$ cat config.mk
export PLATFORM = sky130hd
export DESIGN_NAME = word_packer
export DESIGN_NICKNAME = d
export VERILOG_FILES = /design/src/rtl/word_pack_pkg.sv /design/src/rtl/word_out_reg.sv /design/src/rtl/word_packer.sv
export SDC_FILE = /design/constraint.sdc
export NUM_CORES = 1
export LEC_CHECK = 0
export CAP_MARGIN = 10
export CORE_MARGIN = 2
export CORE_UTILIZATION = 51
export DETAILED_ROUTE_END_ITERATION = 12
export PLACE_DENSITY = 0.84
export SLEW_MARGIN = 5
export SYNTH_ARGS = -nofsm -noshare
export SYNTH_HDL_FRONTEND = slang
export SYNTH_SLANG_ARGS = --single-unit
$ cat constraint.sdc
create_clock -name clk_i -period 2 [get_ports clk_i]
set_input_delay 0.4 -clock clk_i [delete_from_list [all_inputs] [get_ports clk_i]]
set_output_delay 0.4 -clock clk_i [all_outputs]
set_load 0.02 [all_outputs]
$ cat src/rtl/word_pack_pkg.sv
// Shared field layout and state encoding for the 32-bit word packer and slicer.
// The tag placement constants keep both sides decoding the same bit fields.
package word_pack_pkg;

  localparam int HALF_W_DEF  = 16;
  localparam int TAG_W_DEF   = 4;
  localparam int CNT_W_DEF   = 8;

  localparam int TAG_LSB     = 1;
  localparam int ALT_TAG_LSB = 9;

  typedef enum logic {
    S_HI = 1'b0,
    S_LO = 1'b1
  } pack_state_e;

endpackage

$ cat src/rtl/word_out_reg.sv
// Output word register with valid/ready hold logic and a wrapping count of
// completed output handshakes.
module word_out_reg #(
  parameter int DATA_W = 32,
  parameter int CNT_W  = 8
) (
  input  logic              clk_i,
  input  logic              rst_ni,
  input  logic              load_i,
  input  logic [DATA_W-1:0] data_i,
  input  logic              ready_i,
  output logic              valid_o,
  output logic [DATA_W-1:0] data_o,
  output logic [CNT_W-1:0]  cnt_o
);

  logic [DATA_W-1:0] r_data;
  logic              r_valid;
  logic [CNT_W-1:0]  r_cnt;
  logic              w_drain;

  assign w_drain = r_valid && ready_i;

  // A reload in the same cycle as a drain keeps the word valid.
  always_ff @(posedge clk_i) begin
    if (!rst_ni) begin
      r_data  <= {DATA_W{1'b0}};
      r_valid <= 1'b0;
      r_cnt   <= {CNT_W{1'b0}};
    end else begin
      if (load_i) begin
        r_data <= data_i;
      end else begin
        r_data <= r_data;
      end
      r_valid <= load_i || (r_valid && !ready_i);
      if (w_drain) begin
        r_cnt <= r_cnt + CNT_W'(1);
      end else begin
        r_cnt <= r_cnt;
      end
    end
  end

  assign valid_o = r_valid;
  assign data_o  = r_data;
  assign cnt_o   = r_cnt;

endmodule

$ cat src/rtl/word_packer.sv
// Packs an upper and a lower half-word plus a tag into one word; the tag lands
// in the primary field, and a zero tag may also clear the alternate field.
module word_packer
  import word_pack_pkg::*;
#(
  parameter int HALF_W = HALF_W_DEF,
  parameter int TAG_W  = TAG_W_DEF,
  parameter int CNT_W  = CNT_W_DEF
) (
  input  logic                clk_i,
  input  logic                rst_ni,
  input  logic                flush_i,
  input  logic                half_valid_i,
  output logic                half_ready_o,
  input  logic [HALF_W-1:0]   half_i,
  input  logic [TAG_W-1:0]    tag_i,
  input  logic                sel_i,
  output logic                word_valid_o,
  input  logic                word_ready_i,
  output logic [2*HALF_W-1:0] data_o,
  output logic [CNT_W-1:0]    word_cnt_o
);

  pack_state_e         r_state;
  pack_state_e         w_state_nxt;
  logic [HALF_W-1:0]   r_hi;
  logic [HALF_W-1:0]   w_hi_nxt;
  logic [HALF_W-1:0]   w_lo;
  logic                w_half_ready;
  logic                w_in_xfer;
  logic                w_lo_load;
  logic                w_word_valid;
  logic [2*HALF_W-1:0] w_word;

  // The lower half may only enter once the output register is free or draining.
  always_comb begin
    w_half_ready = 1'b0;
    if (!rst_ni || flush_i) begin
      w_half_ready = 1'b0;
    end else begin
      case (r_state)
        S_HI:    w_half_ready = 1'b1;
        S_LO:    w_half_ready = !w_word_valid || word_ready_i;
        default: w_half_ready = 1'b0;
      endcase
    end
  end

  assign w_in_xfer = half_valid_i && w_half_ready;

  // Flush takes priority and abandons any stored upper half.
  always_comb begin
    w_state_nxt = r_state;
    w_hi_nxt    = r_hi;
    w_lo_load   = 1'b0;
    if (flush_i) begin
      w_state_nxt = S_HI;
      w_hi_nxt    = {HALF_W{1'b0}};
    end else if (w_in_xfer) begin
      case (r_state)
        S_HI: begin
          w_hi_nxt    = half_i;
          w_state_nxt = S_LO;
        end
        S_LO: begin
          w_lo_load   = 1'b1;
          w_state_nxt = S_HI;
        end
        default: begin
          w_state_nxt = S_HI;
        end
      endcase
    end else begin
      w_state_nxt = r_state;
    end
  end

  // A zero tag in alternate mode is signalled through the alternate field too.
  always_comb begin
    w_lo = half_i;
    w_lo[TAG_LSB +: TAG_W] = tag_i;
    if (sel_i && (tag_i == {TAG_W{1'b0}})) begin
      w_lo[ALT_TAG_LSB +: TAG_W] = {TAG_W{1'b0}};
    end else begin
      w_lo[ALT_TAG_LSB +: TAG_W] = w_lo[ALT_TAG_LSB +: TAG_W];
    end
  end

  assign w_word = {r_hi, w_lo};

  // Assembly state and stored upper half.
  always_ff @(posedge clk_i) begin
    if (!rst_ni) begin
      r_state <= S_HI;
      r_hi    <= {HALF_W{1'b0}};
    end else begin
      r_state <= w_state_nxt;
      r_hi    <= w_hi_nxt;
    end
  end

  word_out_reg #(
    .DATA_W (2*HALF_W),
    .CNT_W  (CNT_W)
  ) u_out (
    .clk_i   (clk_i),
    .rst_ni  (rst_ni),
    .load_i  (w_lo_load),
    .data_i  (w_word),
    .ready_i (word_ready_i),
    .valid_o (w_word_valid),
    .data_o  (data_o),
    .cnt_o   (word_cnt_o)
  );

  assign half_ready_o = w_half_ready;
  assign word_valid_o = w_word_valid;

endmodule

==> results_dict.tcl <==
set metrics [dict create \
    die_y_microns 72.44 \
    ctsHoldBuffers 0 \
    drive_above_1_share_pct 10.83 \
    leakagePower_nw 1.140 \
    relSlewSlack_pct 67.89 \
    drt.antenna.violating_nets 0 \
    maxSlewViolCount 0 \
    antenna_cells 0 \
    reg2reg_to "u_out.data_o[31]" \
    seq_area_frac_synth_pct 48.61 \
    ios 68 \
    cts_tree "yes" \
    critPathArrivalTime_ps 1470 \
    min_path_type "flip-flop to flip-flop" \
    ys_types 31 \
    path_max_fanout 2 \
    dp_hpwl_microns 4136 \
    grt_max_degree 29 \
    first_pass_iters 5 \
    max_cap_viol_count 0 \
    dp.cells 387 \
    seq_area_sq_mm 0.001161 \
    period_needed_ps 1874 \
    place_area_sq_mm 0.003153 \
    core.rowCount 24 \
    setup_viol 0 \
    grt_pass1_vias 2253 \
    r2r_cells 4 \
    core-area_sq_mm 0.004444 \
    holdPathEnd "r_hi[14]" \
    swShare_pct 21.57 \
    gp_congestion 0.8207 \
    rsz0062_at_grt "no" \
    cts.sinks 58 \
    comb_power_share_pct 6.9 \
    pwr_density_cell_mw_per_mm2 741.6 \
    drt-total-wl_microns 6142 \
    outcome "completed" \
    critical-path-max-stage-delay_ps 510 \
    cts_setup_buffers 0 \
    multi_input_comb_area_sq_mm 0.001094 \
    grtUsageTotal_pct 25.26 \
    skew_ps 8.685 \
    cts.reportedPaths.clkPinSlew_ps 60 \
    holdCritStartpoint "r_hi[14]" \
    finalPower_w 0.002498 \
    start_kind "input pin" \
    grt_pass1_wl_microns 10450 \
    synth_warnings 0 \
    finalHoldViolations 0 \
    postSynthCellCount 277 \
    worstHoldPathCells 2 \
    path_class "input pin to output port" \
    wl_per_cell_microns 15.24 \
    drt_iter0_drc 164 \
    viasPerCell 5.916 \
    r2r_slack_ps 560 \
    ys_seq_elements 58 \
    die-area_sq_mm 0.005247 \
    finalCritPeriodShare_pct 93.68 \
    synth_area_per_cell_sq_um 8.623 \
    path_cells "clkdlybuf4s50_1, nor2b_2, a21oi_1, dlygate4sd2_1" \
    max_freq_mhz 533.7 \
    internal-power_w 0.001959 \
    stdcell_area_sq_mm 0.003368 \
    pwr-share-seq_pct 46.9 \
    power_switching_w 0.0005388 \
    clk_latency_ps 330 \
    cts_root_buffer "clkbuf_8" \
    cts_made_buffers 9 \
    power.clock.fraction_pct 46.2 \
    peakVddDrop_v 0.0004956 \
    crit_slowest_cell "clkdlybuf4s50_1" \
    r2r_start "u_out.valid_o" \
    vias 2384 \
    initial_core_util_pct 53.74 \
    critPathCaptureType "output port" \
    nNetsFinal 373 \
    grt-ovfl-total 0 \
    syn_area_sq_mm 0.002389 \
    fillers 347 \
    area_delta_synth_final_pct 41.02 \
    route.detailed.drc 0 \
    required_ps 1600 \
    port_buffers 67 \
    fp.dieW_microns 72.44 \
    worst_pin_slew_ps 480.9 \
    antenna_found_initial 0 \
    instances_no_fill 403 \
    syn-num-nets 304 \
    cts_max_path_buffers 2 \
    htreeDepth 3 \
]
## cells in the final DEF (no fill, tap or decap), types with 3 or more instances in the layout
cell type and instances:
buf_4 17, o21ai_0 7, o31ai_1 30, clkbuf_8 13, a21oi_1 52, nor2_1 3
mux2i_1 4, clkdlybuf4s50_1 66, nand2_1 39, nand3_1 3, nand4_1 30, dfxtp_1 58
or3_1 3
## area by class of cell
cell class	instances	area share [%]
flip-flops and latches	58	34.47
well taps	52	1.932
inverters	4	0.4458
clock inverters	1	0.8915
clock buffers	15	5.535
repair buffers	85	24.26
multi-input cells	188	32.47
## cell families after synthesis
family	Yosys count	synth area share [%]
buffers and inverters	31	5.710
adder cells (fa/ha/maj)	1	0.5238
XOR/XNOR	2	0.7335
AND/OR/NAND/NOR	92	20.95
flip-flops	58	48.61
multiplexers	4	1.676
AO/OA/AOI/OAI	89	21.79
## sequential cells by signal, indices dropped and copies added, names as in the netlist
name	count
u_out.cnt_o	8
r_state	1
u_out.valid_o	1
r_hi	16
u_out.data_o	32
## power by group through the flow
stage	clock network (W)	registers, W	logic [W]
2_1_floorplan	0	0.00120	0.0000710
3_3_place_gp	0	0.00120	0.000170
3_5_place_dp	0	0.00120	0.000171
4_1_cts	0.00117	0.00117	0.000172
5_1_grt	0.00121	0.00117	0.000187
6_report	0.00115	0.00117	0.000173
## cell usage after synthesis (all sizes together)
cell      n  share of area, %
xor2      1              0.37
nand3b    1              0.47
or3       3              0.79
nand2    39               6.1
nand4    31               8.4
nor2b     1              0.26
xnor2     1              0.37
clkbuf   15               2.4
nor3      1              0.21
nor2      3              0.47
a21oi    52                11
and3      1              0.26
and3b     1              0.37
dfxtp    58                49
and4bb    1              0.52
nand3     4               1.0
mux2i     4               1.7
nand4bb   1              0.47
buf      12               2.7
or4       2              0.63
ha        1              0.52
o21ai     7               1.5
or4b      1              0.42
o31ai    30               9.4
nand2b    2              0.52
inv       4              0.63
## routing by layer
metal  vias to the layer above  part of all wire (%)  track usage (%)
li1                       1160                     -                -
met1                      1115                    46            34.80
met2                       101                    45            37.41
met3                         8                   6.9            6.389
met4                         0                   1.6            11.52
met5                         -                     0                0
## timing repair
item / CTS / global route
setup endpoints to repair: 1 / 0
endpoints found under the hold margin: 0 / 0
gates resized for setup: 1 / 0
## how the worst max path moves through the flow
stage | cells past startpoint | end | startpoint | slack (ps)
3_3_place_gp | 4 | half_ready_o | word_ready_i | -150
4_1_cts | 4 | half_ready_o | word_ready_i | 130
2_1_floorplan | 5 | half_ready_o | rst_ni | 280
5_1_grt | 3 | half_ready_o | u_out.valid_o | 50
3_5_place_dp | 4 | half_ready_o | word_ready_i | -130
6_report | 4 | half_ready_o | word_ready_i | 130
## critical path: cells and delay by family
kind / cells / cell delay, ps
AOI/OAI and AO/OA: 1 / 140
buffers and inverters: 2 / 860
and+or+nand+nor: 1 / 70
## through the flow
stage / hold slack, ps / worst slack (ps) / util, % / setup TNS, ps
after floorplan: 436.7 / 275.7 / - / 0
after global placement: 444.7 / -149.0 / 70.95 / -149.0
after detailed placement: 447.7 / -130.8 / 70.95 / -130.8
after CTS: 458.2 / 128.7 / 75.79 / 0
after global routing: 476.9 / 48.69 / 75.79 / 0
final: 458.4 / 126.3 / 75.79 / 0
(Power assumes the default switching activity.)
